<file path="src/rtl/pmod_da4_pkg.sv">
// Shared definitions for the PmodDA4 (AD5628) multi-channel driver.
// Holds the AD5628 command codes, the controller and SPI shifter state encodings,
// the init-phase encoding, the 32-bit frame field positions and a frame builder.
package pmod_da4_pkg;

   // AD5628 command nibble, frame bits [27:24]
   typedef enum logic [3:0] {
      CmdWriteN       = 4'b0000,
      CmdWriteNUpdAll = 4'b0010,
      CmdWriteUpdN    = 4'b0011,
      CmdPower        = 4'b0100,
      CmdReset        = 4'b0111,
      CmdSetupRef     = 4'b1000
   } cmd_e;

   // Top-level sequencing: WAIT gap, frame in flight, dropped-beat gap, IDLE
   typedef enum logic [1:0] {
      CtrlWait,
      CtrlSend,
      CtrlDrop,
      CtrlIdle
   } ctrl_state_e;

   // SPI shifter: LOAD, SHIFT and DONE of a single frame
   typedef enum logic [1:0] {
      TxIdle,
      TxLoad,
      TxShift,
      TxDone
   } tx_state_e;

   typedef enum logic [1:0] {
      PhReset,
      PhRef,
      PhPower
   } init_phase_e;

   localparam int unsigned FrameW  = 32;
   localparam int unsigned CmdLsb  = 24;
   localparam int unsigned AddrLsb = 20;
   localparam int unsigned DataLsb = 8;
   localparam int unsigned AuxLsb  = 0;

   // Bits [31:28] are always zero.
   function automatic logic [FrameW-1:0] build_frame(input cmd_e       cmd,
                                                      input logic [3:0]  addr,
                                                      input logic [11:0] data,
                                                      input logic [7:0]  aux);
      logic [FrameW-1:0] f;
      f = '0;
      f[CmdLsb +: 4]   = cmd;
      f[AddrLsb +: 4]  = addr;
      f[DataLsb +: 12] = data;
      f[AuxLsb +: 8]   = aux;
      return f;
   endfunction

endpackage

</file>
<file path="src/rtl/pmod_da4_multi_if.sv">
// AXI-Stream sample port of the PmodDA4 driver.
//   tdata  - sample, top 12 bits form the DAC code
//   tdest  - target DAC channel
//   tlast  - last sample of a set (simultaneous-update mode)
//   tvalid - sample valid (master)
//   tready - driver ready (slave)
interface pmod_da4_multi_if #(
   parameter int unsigned DATA_W = 14
) ();
   logic [DATA_W-1:0] tdata;
   logic [2:0]        tdest;
   logic              tlast;
   logic              tvalid;
   logic              tready;

   modport master (output tdata, tdest, tlast, tvalid, input tready);
   modport slave  (input tdata, tdest, tlast, tvalid, output tready);
endinterface

</file>
<file path="src/rtl/pmod_da4_spi_tx.sv">
// 32-bit SPI frame shifter for the AD5628.
// Ports:
//   clk, rst_n        - clock, asynchronous active-low reset
//   frame_i           - frame to send, captured when start_i is seen while idle
//   start_i           - request a frame
//   busy_o            - frame in progress (LOAD/SHIFT/DONE)
//   done_o            - high in the last DONE cycle, i.e. the cycle the shifter goes idle
//   sck_o/sdi_o/sync_n_o - SPI pins, all registered
module pmod_da4_spi_tx
   import pmod_da4_pkg::*;
#(
   parameter int unsigned CLK_DIV     = 25,
   parameter int unsigned SAMPLE_EDGE = 0
) (
   input  logic              clk,
   input  logic              rst_n,
   input  logic [FrameW-1:0] frame_i,
   input  logic              start_i,
   output logic              busy_o,
   output logic              done_o,
   output logic              sck_o,
   output logic              sdi_o,
   output logic              sync_n_o
);

   localparam int unsigned      DivW   = $clog2(2 * CLK_DIV + 1);
   localparam logic [DivW-1:0]  RiseAt = DivW'(CLK_DIV - 1);
   localparam logic [DivW-1:0]  FallAt = DivW'(2 * CLK_DIV - 1);
   localparam logic [DivW-1:0]  DoneAt = DivW'(CLK_DIV);

   tx_state_e         state_q;
   logic [FrameW-1:0] shreg_q;
   logic [DivW-1:0]   div_q;
   logic [4:0]        bit_q;
   logic              sck_q;
   logic              sdi_q;
   logic              sync_n_q;

   always_ff @(posedge clk or negedge rst_n) begin
      if (!rst_n) begin
         state_q  <= TxIdle;
         shreg_q  <= '0;
         div_q    <= '0;
         bit_q    <= '0;
         sck_q    <= 1'b0;
         sdi_q    <= 1'b0;
         sync_n_q <= 1'b1;
      end else begin
         unique case (state_q)
            TxIdle: begin
               if (start_i) begin
                  shreg_q <= frame_i;
                  state_q <= TxLoad;
               end
            end
            TxLoad: begin
               sync_n_q <= 1'b0;
               sdi_q    <= shreg_q[FrameW-1];
               div_q    <= '0;
               bit_q    <= '0;
               state_q  <= TxShift;
            end
            TxShift: begin
               if (div_q == RiseAt) begin
                  sck_q <= 1'b1;
                  div_q <= div_q + 1'b1;
                  // Falling-edge sampling: bit 31 is already on sdi for the first edge.
                  if (SAMPLE_EDGE != 0 && bit_q != 5'd0) begin
                     sdi_q   <= shreg_q[FrameW-2];
                     shreg_q <= {shreg_q[FrameW-2:0], 1'b0};
                  end
               end else if (div_q == FallAt) begin
                  sck_q <= 1'b0;
                  div_q <= '0;
                  if (bit_q == 5'd31) begin
                     sync_n_q <= 1'b1;
                     state_q  <= TxDone;
                  end else begin
                     bit_q <= bit_q + 1'b1;
                     if (SAMPLE_EDGE == 0) begin
                        sdi_q   <= shreg_q[FrameW-2];
                        shreg_q <= {shreg_q[FrameW-2:0], 1'b0};
                     end
                  end
               end else begin
                  div_q <= div_q + 1'b1;
               end
            end
            default: begin
               // TxDone: CLK_DIV+1 cycles of sync_n high before the next frame
               if (div_q == DoneAt) begin
                  div_q   <= '0;
                  state_q <= TxIdle;
               end else begin
                  div_q <= div_q + 1'b1;
               end
            end
         endcase
      end
   end

   assign busy_o   = (state_q != TxIdle);
   assign done_o   = (state_q == TxDone) && (div_q == DoneAt);
   assign sck_o    = sck_q;
   assign sdi_o    = sdi_q;
   assign sync_n_o = sync_n_q;

endmodule

</file>
<file path="src/rtl/pmod_da4_multi.sv">
// Multi-channel PmodDA4 (AD5628) driver.
// Runs the DAC init sequence (reset, optional internal reference, channel power-up),
// then turns AXI-Stream samples into write frames addressed by tdest.
// Ports:
//   clk, rst_n - clock, asynchronous active-low reset
//   s_axis     - sample stream (slave modport)
//   sck, sdi, sync_n - SPI pins to the Pmod connector
//   init_done  - high once channel power-up has been sent
//   err_addr   - one-cycle pulse when a beat with tdest >= NUM_CH is dropped
module pmod_da4_multi
   import pmod_da4_pkg::*;
#(
   parameter int unsigned CLK_DIV      = 25,
   parameter int unsigned WAIT_CYCLES  = 2500,
   parameter int unsigned DATA_W       = 14,
   parameter int unsigned NUM_CH       = 8,
   parameter int unsigned INT_REF      = 1,
   parameter int unsigned SIMUL_UPDATE = 0,
   parameter int unsigned SAMPLE_EDGE  = 0
) (
   input  logic                    clk,
   input  logic                    rst_n,
   pmod_da4_multi_if.slave         s_axis,
   output logic                    sck,
   output logic                    sdi,
   output logic                    sync_n,
   output logic                    init_done,
   output logic                    err_addr
);

   localparam logic [7:0] ChMask = 8'((9'd1 << NUM_CH) - 9'd1);

   ctrl_state_e       state_q;
   init_phase_e       phase_q;
   logic [31:0]       wait_cnt_q;
   logic [FrameW-1:0] frame_q;
   logic              start_q;
   logic              tready_q;
   logic              init_done_q;
   logic              err_q;

   logic [FrameW-1:0] init_frame;
   logic [FrameW-1:0] smp_frame;
   cmd_e              smp_cmd;
   logic              addr_bad;
   logic              tx_busy;
   logic              tx_done;

   always_comb begin
      init_frame = '0;
      unique case (phase_q)
         PhReset: init_frame = build_frame(CmdReset, 4'hF, 12'h000, 8'h00);
         PhRef:   init_frame = build_frame(CmdSetupRef, 4'h0, 12'h000, 8'h01);
         default: init_frame = build_frame(CmdPower, 4'h0, 12'h000, ChMask);
      endcase

      smp_cmd = CmdWriteUpdN;
      if (SIMUL_UPDATE != 0) begin
         smp_cmd = s_axis.tlast ? CmdWriteNUpdAll : CmdWriteN;
      end
      // Upper 12 bits of the sample, truncated
      smp_frame = build_frame(smp_cmd, {1'b0, s_axis.tdest},
                              12'(s_axis.tdata >> (DATA_W - 12)), 8'h00);
      addr_bad  = ({29'd0, s_axis.tdest} >= NUM_CH);
   end

   always_ff @(posedge clk or negedge rst_n) begin
      if (!rst_n) begin
         state_q     <= CtrlWait;
         phase_q     <= PhReset;
         wait_cnt_q  <= '0;
         frame_q     <= '0;
         start_q     <= 1'b0;
         tready_q    <= 1'b0;
         init_done_q <= 1'b0;
         err_q       <= 1'b0;
      end else begin
         err_q   <= 1'b0;
         start_q <= 1'b0;
         unique case (state_q)
            CtrlWait: begin
               if (wait_cnt_q == 32'(WAIT_CYCLES - 1)) begin
                  wait_cnt_q <= '0;
                  frame_q    <= init_frame;
                  start_q    <= 1'b1;
                  state_q    <= CtrlSend;
               end else begin
                  wait_cnt_q <= wait_cnt_q + 1'b1;
               end
            end
            CtrlSend: begin
               if (tx_done) begin
                  if (init_done_q) begin
                     tready_q <= 1'b1;
                     state_q  <= CtrlIdle;
                  end else begin
                     unique case (phase_q)
                        PhReset: begin
                           phase_q <= (INT_REF != 0) ? PhRef : PhPower;
                           state_q <= CtrlWait;
                        end
                        PhRef: begin
                           phase_q <= PhPower;
                           state_q <= CtrlWait;
                        end
                        default: begin
                           init_done_q <= 1'b1;
                           tready_q    <= 1'b1;
                           state_q     <= CtrlIdle;
                        end
                     endcase
                  end
               end
            end
            CtrlDrop: begin
               // One extra cycle so tready returns two cycles after a dropped beat
               state_q <= CtrlIdle;
            end
            default: begin
               if (s_axis.tvalid && tready_q) begin
                  tready_q <= 1'b0;
                  if (addr_bad) begin
                     err_q   <= 1'b1;
                     state_q <= CtrlDrop;
                  end else begin
                     frame_q <= smp_frame;
                     start_q <= 1'b1;
                     state_q <= CtrlSend;
                  end
               end else begin
                  tready_q <= !tx_busy;
               end
            end
         endcase
      end
   end

   pmod_da4_spi_tx #(
      .CLK_DIV     (CLK_DIV),
      .SAMPLE_EDGE (SAMPLE_EDGE)
   ) u_spi_tx (
      .clk      (clk),
      .rst_n    (rst_n),
      .frame_i  (frame_q),
      .start_i  (start_q),
      .busy_o   (tx_busy),
      .done_o   (tx_done),
      .sck_o    (sck),
      .sdi_o    (sdi),
      .sync_n_o (sync_n)
   );

   assign s_axis.tready = tready_q;
   assign init_done     = init_done_q;
   assign err_addr      = err_q;

endmodule

</file>
<file path="src/flat_wrapper.sv">
// flat-port wrapper written by rule: the top's interface ports become plain ports
module pmod_da4_multi_flat import pmod_da4_pkg::*;
#(
   parameter int unsigned CLK_DIV      = 25,
   parameter int unsigned WAIT_CYCLES  = 2500,
   parameter int unsigned DATA_W       = 14,
   parameter int unsigned NUM_CH       = 8,
   parameter int unsigned INT_REF      = 1,
   parameter int unsigned SIMUL_UPDATE = 0,
   parameter int unsigned SAMPLE_EDGE  = 0
)
  (clk, rst_n, sck, sdi, sync_n, init_done, err_addr, s_axis_tdata, s_axis_tdest, s_axis_tlast, s_axis_tvalid, s_axis_tready);
  pmod_da4_multi_if #(.DATA_W(DATA_W)) s_axis_i ();
  input  logic clk;
  input  logic rst_n;
  output logic sck;
  output logic sdi;
  output logic sync_n;
  output logic init_done;
  output logic err_addr;
  input wire logic [$bits(s_axis_i.tdata)-1:0] s_axis_tdata;
  input wire logic [$bits(s_axis_i.tdest)-1:0] s_axis_tdest;
  input wire logic [$bits(s_axis_i.tlast)-1:0] s_axis_tlast;
  input wire logic [$bits(s_axis_i.tvalid)-1:0] s_axis_tvalid;
  output wire logic [$bits(s_axis_i.tready)-1:0] s_axis_tready;
  assign s_axis_i.tdata = s_axis_tdata;
  assign s_axis_i.tdest = s_axis_tdest;
  assign s_axis_i.tlast = s_axis_tlast;
  assign s_axis_i.tvalid = s_axis_tvalid;
  assign s_axis_tready = s_axis_i.tready;
  pmod_da4_multi #(.CLK_DIV(CLK_DIV), .WAIT_CYCLES(WAIT_CYCLES), .DATA_W(DATA_W), .NUM_CH(NUM_CH), .INT_REF(INT_REF), .SIMUL_UPDATE(SIMUL_UPDATE), .SAMPLE_EDGE(SAMPLE_EDGE)) u_core (.clk(clk), .rst_n(rst_n), .s_axis(s_axis_i), .sck(sck), .sdi(sdi), .sync_n(sync_n), .init_done(init_done), .err_addr(err_addr));
endmodule
</file>
<file path="config.mk">
export PLATFORM = sky130hd
export DESIGN_NAME = pmod_da4_multi_flat
export DESIGN_NICKNAME = d
export VERILOG_FILES = /design/src/rtl/pmod_da4_pkg.sv /design/src/rtl/pmod_da4_multi_if.sv /design/src/rtl/pmod_da4_spi_tx.sv /design/src/rtl/pmod_da4_multi.sv /design/src/flat_wrapper.sv
export SDC_FILE = /design/constraint.sdc
export NUM_CORES = 1
export LEC_CHECK = 0
export ABC_AREA = 1
export CAP_MARGIN = 5
export CORE_ASPECT_RATIO = 2
export CORE_MARGIN = 2
export CORE_UTILIZATION = 50
export DETAILED_ROUTE_END_ITERATION = 10
export GPL_ROUTABILITY_DRIVEN = 0
export MAX_ROUTING_LAYER = met4
export PLACE_DENSITY_LB_ADDON = 0.05
export SYNTH_ARGS = -nofsm -noshare
export SYNTH_HDL_FRONTEND = slang
export SYNTH_SLANG_ARGS = --single-unit
</file>
<file path="constraint.sdc">
create_clock -name clk -period 2.08 [get_ports clk]
set_input_delay 0.208 -clock clk [delete_from_list [all_inputs] [get_ports clk]]
set_output_delay 0.208 -clock clk [all_outputs]
set_load 0.005 [all_outputs]
</file>
==> impl_metrics.yaml, run 1 <==
sta:
  tns_ps: 0
  hold_viol_final: 0
  skew_ps: 9.45
  fmaxAchievable_mhz: 507
  rsz0062_at_grt: "no"
  worst_slack_ps: 108
  slew_headroom_pct: 64.5
  worstMarginPinSlew_ps: 531
  final_max_slew_viol_count: 0
  min_period_ps: 1970
  timing.final.crit_share_pct: 94.8
  setup_viol: 0
floorplanning:
  fp.dieH_um: 157
  coreArea_sq_um: 11400
  start_util_pct: 51.4
  fp.dieArea_sq_um: 12600
  io-pin-count: 27
  std_cell_rows: 55
  die_width_um: 80.4
run:
  cap_viol_max_count: 0
yosys:
  muxShareOfSynthArea_pct: 0
  synth-simple-area-share_pct: 31.2
  avgSynthCellArea_sq_um: 7.47
  synth_async_sr_flop_share_pct: 100
  synth-main-ff-cell: "dfrtp_1"
  yosys.area_share.adder_pct: 3.00
  synth-edff-count: 0
  synth_commonest_cells: "nand2_1, nor2_1, dfrtp_1"
  yosys.area.top_type_share_pct: 45.9
  synth-seq-area-share_pct: 46.3
  synth_top_family_by_area: "simple AND/OR/NAND/NOR gates"
  synth-xor-area-share_pct: 1.95
  synth_fp_nets: 816
  synth.largest_area_cell: "dfrtp_1"
  yosysMostFrequentCell: "nand2_1"
  synth_cells: 781
  netlist_area_sq_um: 5840
  yosys-top-cells-area: "dfrtp_1, nand2_1, nor2_1"
  yosys_warnings: 0
  synth_compound_area_share_pct: 8.62
  ys_ff_latch: 108
  ys_types: 40
detailed_routing:
  ant_nets: 0
  drt-total-wl_mm: 13.4
  drtPass1Iterations: 4
  drc_errors: 0
  drt-initial-drc-count: 266
  vias: 4943
  via_per_inst: 5.19
  routedWlPerCell_um: 14.0
clocking:
  clock_sinks: 108
  numCtsBuffers: 9
  clkSlewWorstSetupHoldPaths_ps: 80
  cts_setup_buffers: 0
  clkLatencyLatePin_ps: 350
  cts_tree: "built"
  htree_levels: 3
  cts_root_buf: "clkbuf_16"
  clockBufferDepth: 2
critical_path:
  cpPeakStageDelay_ps: 410
  cp_slowest_cell: "dfrtp_1"
  cp.buffers_inverters: 2
  crit_arrival_ps: 2220
  crit_family: "compound AO/OA/AOI/OAI gates"
  path_class: "flip-flop to flip-flop"
  path_depth: 9
  cp_max_fo: 64
  crit_path_start_kind: "flip-flop"
  end_kind: "flip-flop"
  reg2reg_depth: 9
  cp.required_ps: 2330
  path_cells: "ha_1, and3_1, ha_1, inv_1, nand2_2, a21boi_2, nand2_2, buf_12, o31ai_1"
global_route:
  antenna_found_initial: 0
  track_usage_pct: 23.7
  grt_overflow: 0
  grt_pass1_wl_mm: 22.4
  grt_pass1_vias: 4835
  use_met3_pct: 3.23
  gr-usage-met1_pct: 24.2
  use_met2_pct: 42.5
  grt_max_degree: 65
  busiest_layer: "met2"
placement:
  pre_cts_slack_ps: 72.0
  place_inst: 936
  dpl.hpwl_mm: 10.2
  numPortBuffers: 22
power_and_ir_drop:
  pwr-share-comb_pct: 2.2
  seq_power_share_pct: 55.1
  peakVddDrop_mv: 0.508
  clockPowerShare_pct: 42.7
  switching_share_pct: 22.3
  finalPower_mw: 3.81
  internal_power_mw: 2.96
  leakage_nw: 3.28
  power.switching_mw: 0.848
  powerDensity_nw_per_um2: 582
status:
  outcome: "finished clean"
cells_and_area:
  antenna_cells: 0
  nets: 841
  area_delta_synth_final_pct: 12.2
  drive_gt1_share_pct: 7.27
  final_cells: 953
  fillers: 1112
hold_path:
  hold_path.class: "input port to async pin"
==> layer usage <==
layer | vias to the layer above | wire length [um]
met5 | - | 0
met4 | 0 | 694
met3 | 44 | 244
met2 | 85 | 7430
met1 | 2314 | 4990
li1 | 2500 | -
==> area by class of cell <==
cell class                 instances  area (sq um)  share of cell area, %
clock buffer                      10           229                   3.50
clock inverter                     6          48.8                  0.745
inverter                         100           378                   5.77
multi-input combinational        552          2650                   40.5
sequential                       108          2700                   41.3
tap                              142           178                   2.71
timing repair buffer              35           355                   5.43
==> worst reg2reg max path, stage by stage, from the launching register on <==
cell,delay (ps)
dfrtp_1,410
ha_1,220
and3_1,180
ha_1,180
inv_1,70
nand2_2,90
a21boi_2,170
nand2_2,80
buf_12,190
o31ai_1,280
==> cells in the final DEF, fill, tap and decap left out, types with 2 or more instances in the layout <==
cell type and count:
inv_1 95, clkdlybuf4s50_1 21, buf_12 3, nand2_2 7
clkbuf_16 9, and3_1 2, ha_1 14, nand3_1 48
o22ai_1 3, o21ai_1 2, nor2_2 6, nand2_1 229
xor2_1 11, buf_4 10, a22o_1 2, a21oi_1 21
xnor2_1 2, inv_2 3, clkinvlp_4 2, nor2_1 121
nand2_4 2, o31ai_2 4, nor3_1 6, o21ai_0 29
nand4_1 14, dfrtp_1 107, o31ai_1 14, nor2_4 3
==> flip-flops by register name, indices dropped and copies added, names as in the netlist <==
signal,flops
u_core.u_spi_tx.bit_q,5
u_core.init_done,1
u_core.u_spi_tx.div_q,6
u_core.u_spi_tx.sck_o,1
u_core.start_q,1
u_core.u_spi_tx.state_q,2
u_core.u_spi_tx.sync_n_o,1
u_core.frame_q,21
u_core.u_spi_tx.shreg_q,32
u_core.s_axis.tready,1
u_core.wait_cnt_q,32
u_core.state_q,2
u_core.phase_q,2
u_core.u_spi_tx.sdi_o,1
==> cell families after synthesis <==
family                   Yosys count
buffers and inverters            121
other                              1
XOR/XNOR                          13
AND/OR/NAND/NOR                  440
adder cells (fa/ha/maj)           14
AO/OA/AOI/OAI                     84
flip-flops                       108
==> worst paths after layout <==
kind | startpoint | to | slack [ps]
min reg2reg | u_core.frame_q[17] | u_core.frame_q[17] | 470
max | u_core.u_spi_tx.bit_q[0] | u_core.u_spi_tx.shreg_q[14] | 110
max reg2reg | u_core.u_spi_tx.bit_q[0] | u_core.u_spi_tx.shreg_q[14] | 110
min in group clk | s_axis_tdata[3] | u_core.frame_q[9] | 390
max in group asynchronous | rst_n | u_core.frame_q[18] | 1120
min | rst_n | u_core.init_done | 370
==> power groups by stage <==
| stage | clock network [mW] | logic, mW | registers [mW] |
|---|---|---|---|
| after detailed placement | 0 | 0.0869 | 2.14 |
| after global placement | 0 | 0.0856 | 2.14 |
| after floorplan | 0 | 0.00176 | 2.14 |
| final | 1.63 | 0.0839 | 2.10 |
| after CTS | 1.67 | 0.0884 | 2.10 |
| after global routing | 1.78 | 0.0958 | 2.10 |
==> stage by stage <==
step	area, sq um	hold WS, ps	util (%)
detailed placement	6220	220	54.8
global route	6550	397	57.7
global placement	6220	206	54.8
finish	6550	372	57.7
floorplan	5840	-87.6	-
CTS	6510	384	57.3
==> what timing repair did <==
| item | in CTS | in global routing |
|---|---|---|
| endpoints found under the setup margin | 0 | 50 |
| resized for setup | 0 | 9 |
| hold endpoints to repair | 33 | 0 |
| hold buffers | 1 | 0 |
Note: power is estimated with default switching activity, not from simulation.
==> run 2, diff against run 1 <==
--- a/config.mk
+++ b/config.mk
@@ -8,7 +8,6 @@
 export ABC_AREA = 1
 export CAP_MARGIN = 5
 export CORE_ASPECT_RATIO = 2
-export CORE_MARGIN = 2
 export CORE_UTILIZATION = 50
 export DETAILED_ROUTE_END_ITERATION = 10
 export GPL_ROUTABILITY_DRIVEN = 0
==> constraint.sdc (replaced) <==
create_clock -name clk -period 1.6 [get_ports clk]
set_input_delay 0.16 -clock clk [delete_from_list [all_inputs] [get_ports clk]]
set_output_delay 0.16 -clock clk [all_outputs]
set_load 0.005 [all_outputs]
==> run 2 against run 1 <==
Flip-flop and latch count unchanged. Non-clock buffer count rose by 98. Critical path type unchanged. Hold slack got worse by 62 ps. The flow now finishes with violations (negative setup slack). Clock skew is essentially flat. Sequential power rose by 30%. Clock-buffer cell count shrank 1. Setup slack lost 310 ps. Via count increased by 11%. Global-route usage is 2.6 points higher. Die area down 3.7%.
==> impl_metrics.yaml, run 2 (synthesis results as in run 1) <==
floorplanning:
  fp.dieH_um: 155
  std_cell_rows: 55
  io-pin-count: 27
  die_width_um: 78.4
  coreArea_sq_um: 11400
  fp.dieArea_sq_um: 12100
  start_util_pct: 51.4
clocking:
  clock_sinks: 108
  cts_tree: "built"
  htree_levels: 3
  clockBufferDepth: 2
  cts_root_buf: "clkbuf_16"
  clkSlewWorstSetupHoldPaths_ps: 80
  clkLatencyLatePin_ps: 350
  numCtsBuffers: 9
cells_and_area:
  drive_gt1_share_pct: 30.6
  area_delta_synth_final_pct: 37.5
  antenna_cells: 0
  final_cells: 1051
  mostFrequentLayoutCell: "nand2_1"
  fillers: 887
  fin_util_pct: 70.7
  fin_area_sq_um: 8030
  final_cell_mix: "nand2_1, nor2_1, dfrtp_1"
  nets: 939
  reg.largest.list: "u_core.u_spi_tx.shreg_q x32, u_core.wait_cnt_q x32, u_core.frame_q x21"
hold_path:
  hold_path.class: "input port to async pin"
sta:
  final_max_slew_viol_count: 0
  fmaxAchievable_mhz: 555
  timing.final.crit_share_pct: 113
  worst_slack_ps: -202
  setup_viol: 72
  tns_ps: -5980
  min_period_ps: 1800
  holdWs_ps: 310
  hold_viol_final: 0
  rsz0062_at_grt: "yes"
  skew_ps: 9.36
critical_path:
  path_cells: "ha_2, and3_4, ha_4, inv_2, nand2_4, a21boi_4, nand2_4, buf_4, o31ai_1"
  cp.required_ps: 1850
  cp_max_fo: 19
  path_class: "flip-flop to flip-flop"
  crit_start: "u_core.u_spi_tx.bit_q[0]"
  crit_path_start_kind: "flip-flop"
  cp_common_cell: "nand2_4"
  end_kind: "flip-flop"
  reg2reg_from: "u_core.u_spi_tx.bit_q[0]"
  crit_arrival_ps: 2050
  cpPeakStageDelay_ps: 400
  cp_slowest_cell: "dfrtp_1"
detailed_routing:
  drtPass1Iterations: 5
  drt-total-wl_mm: 15.9
  routedWlPerCell_um: 15.1
  via_per_inst: 5.23
  vias: 5499
  ant_nets: 0
  drt-initial-drc-count: 278
  drc_errors: 0
power_and_ir_drop:
  powerDensity_nw_per_um2: 632
  leakage_nw: 3.96
  peakVddDrop_mv: 0.514
  finalPower_mw: 5.07
placement:
  numPortBuffers: 22
  placed_area_sq_um: 6790
  dpl.hpwl_mm: 10.9
  place_inst: 1006
  pre_cts_slack_ps: -255
run:
  cap_viol_max_count: 0
global_route:
  antenna_found_initial: 0
  grt_pass1_wl_mm: 24.0
  grt_max_degree: 43
  grt_pass1_vias: 5358
  grt_overflow: 0
  track_usage_pct: 26.3
status:
  violations: "negative setup slack"
  outcome: "finished, violations left"
==> run 2: final timing paths <==
path                                                     to  slack, ps  depth (start not counted)
worst max-delay path            u_core.u_spi_tx.shreg_q[21]       -200                          9
worst min-delay path               u_core.u_spi_tx.div_q[1]        310                          2
worst max register to register  u_core.u_spi_tx.shreg_q[21]       -200                          9
worst min register to register           u_core.frame_q[26]        480                          2
max in group asynchronous          u_core.u_spi_tx.sync_n_o        640                          3
min in group clk                         u_core.frame_q[10]        340                          3
==> run 2: cell type report <==
class | count | area, sq um | share of cell area [%]
Sequential cell | 108 | 2710 | 33.8
Clock inverter | 7 | 66.3 | 0.826
Tap cell | 142 | 178 | 2.21
Inverter | 100 | 383 | 4.77
Clock buffer | 9 | 225 | 2.81
Multi-Input combinational cell | 552 | 3180 | 39.6
Timing Repair Buffer | 133 | 1280 | 16.0
==> run 2: critical path, delay by kind of cell, from the launching register on <==
kind,cells,cell delay [ps]
fa+ha+maj,2,350
buf+inv,2,260
flops,1,400
compound gates,2,400
simple gates,3,290
==> run 2: power by group <==
part | switching, mW | total (mW) | internal (mW)
clock | 1.14 | 2.24 | 1.10
combinational | 0.0638 | 0.111 | 0.0470
sequential | 0 | 2.73 | 2.73
==> run 2: repair_timing <==
item | CTS | global route
pin swaps | 12 | 42
resized for setup | 34 | 149
buffers inserted | 4 | 19
endpoints found under the setup margin | 53 | 93
hold buffers | 1 | 0
cloned | 2 | 4
hold endpoints to repair | 31 | 0
==> run 2: metal layers <==
layer | wire, um | up-vias | track usage (%) | part of all wire (%)
met5 | 0 | - | - | 0
met2 | 9150 | 120 | 49.9 | 58
met1 | 5520 | 2626 | 24.7 | 35
li1 | - | 2697 | - | -
met4 | 826 | 0 | 14.9 | 5.2
met3 | 357 | 56 | 3.19 | 2.3
==> run 3, diff against run 2 <==
==> constraint.sdc (replaced) <==
create_clock -name clk -period 1.6 [get_ports clk]
set_input_delay 0.16 -clock clk [delete_from_list [all_inputs] [get_ports clk]]
set_output_delay 0.16 -clock clk [all_outputs]
set_load 0.1 [all_outputs]
==> run 3 against run 2 <==
The run still ends with negative setup slack left. Setup slack improved by 30 ps. Sequential share of layout area is 0.60 points higher. Clock-buffer cell count stayed put. Cell count decreased by 1.6%. Routed wire length down 4.4%. Largest power group unchanged. Register-to-register slack better by 30 ps. First-iteration DRC count fell by 19%. Via count fell by 1.9%. Clock power about the same.
==> impl_metrics.yaml, run 3 (synthesis results as in run 1) <==
detailed_routing:
  routedWlPerCell_um: 14.7
  drt-total-wl_mm: 15.2
  drt-initial-drc-count: 225
  vias: 5394
  drc_errors: 0
  drtPass1Iterations: 4
  ant_nets: 0
  via_per_inst: 5.22
clocking:
  clockBufferDepth: 2
  clkSlewWorstSetupHoldPaths_ps: 80
  cts_tree: "built"
  numCtsBuffers: 9
  htree_levels: 3
  clock_sinks: 108
  clkLatencyLatePin_ps: 350
  cts_root_buf: "clkbuf_16"
status:
  outcome: "finished, violations left"
  violations: "negative setup slack"
critical_path:
  path_class: "flip-flop to flip-flop"
  cp_common_cell: "nor2_4"
  crit_start: "u_core.u_spi_tx.bit_q[1]"
  cp_slowest_cell: "dfrtp_1"
  reg2reg_depth: 10
  cp.required_ps: 1840
  cpPeakStageDelay_ps: 400
  reg2reg_from: "u_core.u_spi_tx.bit_q[1]"
  reg2reg_slack_ps: -170
  reg2reg_to: "u_core.u_spi_tx.bit_q[4]"
  cp_max_fo: 7
  end_kind: "flip-flop"
  crit_arrival_ps: 2010
  crit_path_start_kind: "flip-flop"
  path_cells: "ha_2, and3_4, ha_4, inv_4, nand2_4, buf_4, buf_6, nor2_4, nor2_4, a22o_1"
  endpoint: "u_core.u_spi_tx.bit_q[4]"
floorplanning:
  coreArea_sq_um: 11400
  io-pin-count: 27
  std_cell_rows: 55
  fp.dieH_um: 155
  fp.dieArea_sq_um: 12100
  die_width_um: 78.4
  start_util_pct: 51.4
power_and_ir_drop:
  finalPower_mw: 5.10
  powerDensity_nw_per_um2: 645
  leakage_nw: 3.85
  peakVddDrop_mv: 0.553
placement:
  numPortBuffers: 22
  dpl.hpwl_mm: 10.8
  placed_area_sq_um: 6810
cells_and_area:
  nets: 922
  fin_area_sq_um: 7900
  reg.largest.list: "u_core.u_spi_tx.shreg_q x32, u_core.wait_cnt_q x32, u_core.frame_q x21"
  final_cell_mix: "nand2_1, nor2_1, dfrtp_1"
  antenna_cells: 0
  mostFrequentLayoutCell: "nand2_1"
  area_delta_synth_final_pct: 35.3
  drive_gt1_share_pct: 28.8
run:
  cap_viol_max_count: 0
global_route:
  grt_pass1_vias: 5445
  antenna_found_initial: 0
  grt_pass1_wl_mm: 24.1
  grt_max_degree: 48
  track_usage_pct: 26.4
  grt_overflow: 0
hold_path:
  hold_path.class: "input port to async pin"
sta:
  hold_viol_final: 0
  final_max_slew_viol_count: 0
  fmaxAchievable_mhz: 564
  skew_ps: 6.13
  timing.final.crit_share_pct: 111
  tns_ps: -6620
  setup_viol: 65
  rsz0062_at_grt: "yes"
  worst_slack_ps: -172
  min_period_ps: 1770
==> run 3: changes by cell type in the layout (fill, tap and decap cells not counted), moves of 4 or more <==
cell and change:
inv_2 -6, buf_4 -11, clkdlybuf4s50_1 -4, inv_1 +5, inv_6 +4, nand2_2 -5
==> run 3: per-layer routing <==
layer	routed length (um)	GRT usage [%]	vias to the layer above
met2	8760	49.0	106
met1	5300	24.5	2557
met4	817	16.3	0
li1	-	-	2670
met5	0	-	-
met3	281	4.19	61
==> run 3: what timing repair did <==
action	in CTS	in global routing
setup endpoints to repair	82	89
hold endpoints to repair	25	0
pin swaps	14	34
gates cloned	1	3
gates resized for setup	43	132
hold buffers	1	0
setup buffers	6	5
==> run 3: area by class of cell <==
type                            instances  area [sq um]
Clock inverter                          7          76.3
Fill cell                             912          3460
Inverter                              100           385
Tap cell                              142           178
Sequential cell                       108          2710
Multi-Input combinational cell        552          3210
Clock buffer                            9           225
Timing Repair Buffer                  116          1110
==> run 3: worst max-delay path, delay by kind of cell (launching register included) <==
kind / cells / cell delay [ps]
AO/OA/AOI/OAI: 1 / 200
flip-flops: 1 / 400
adder cells (fa/ha/maj): 2 / 350
AND/OR/NAND/NOR: 4 / 410
buffers and inverters: 3 / 300
==> run 3: power breakdown <==
part	internal, mW	leakage (nW)	switching [mW]
Sequential	2.73	1.45	0
Combinational	0.0471	2.26	0.0722
Clock	1.11	0.147	1.14
==> run 3: worst min path at each step <==
stage / startpoint / endpoint / slack, ps / cells after the start
3_3_place_gp: rst_n / u_core.u_spi_tx.state_q[0] / 120 / 1
2_1_floorplan: rst_n / u_core.frame_q[0] / -140 / 0
4_1_cts: rst_n / u_core.u_spi_tx.state_q[1] / 290 / 2
5_1_grt: rst_n / u_core.u_spi_tx.state_q[1] / 320 / 2
3_5_place_dp: rst_n / u_core.start_q / 120 / 1
6_report: rst_n / u_core.u_spi_tx.state_q[1] / 280 / 2
==> run 3: through the flow <==
stage	instances	worst slack (ps)	utilization, %	hold WS [ps]
after floorplan	781	-88.2	-	-136
after global placement	1002	-127	60.0	115
after detailed placement	1002	-262	60.0	122
after CTS	1026	-195	64.7	286
after global routing	1034	-243	69.6	321
final	1034	-172	69.6	278
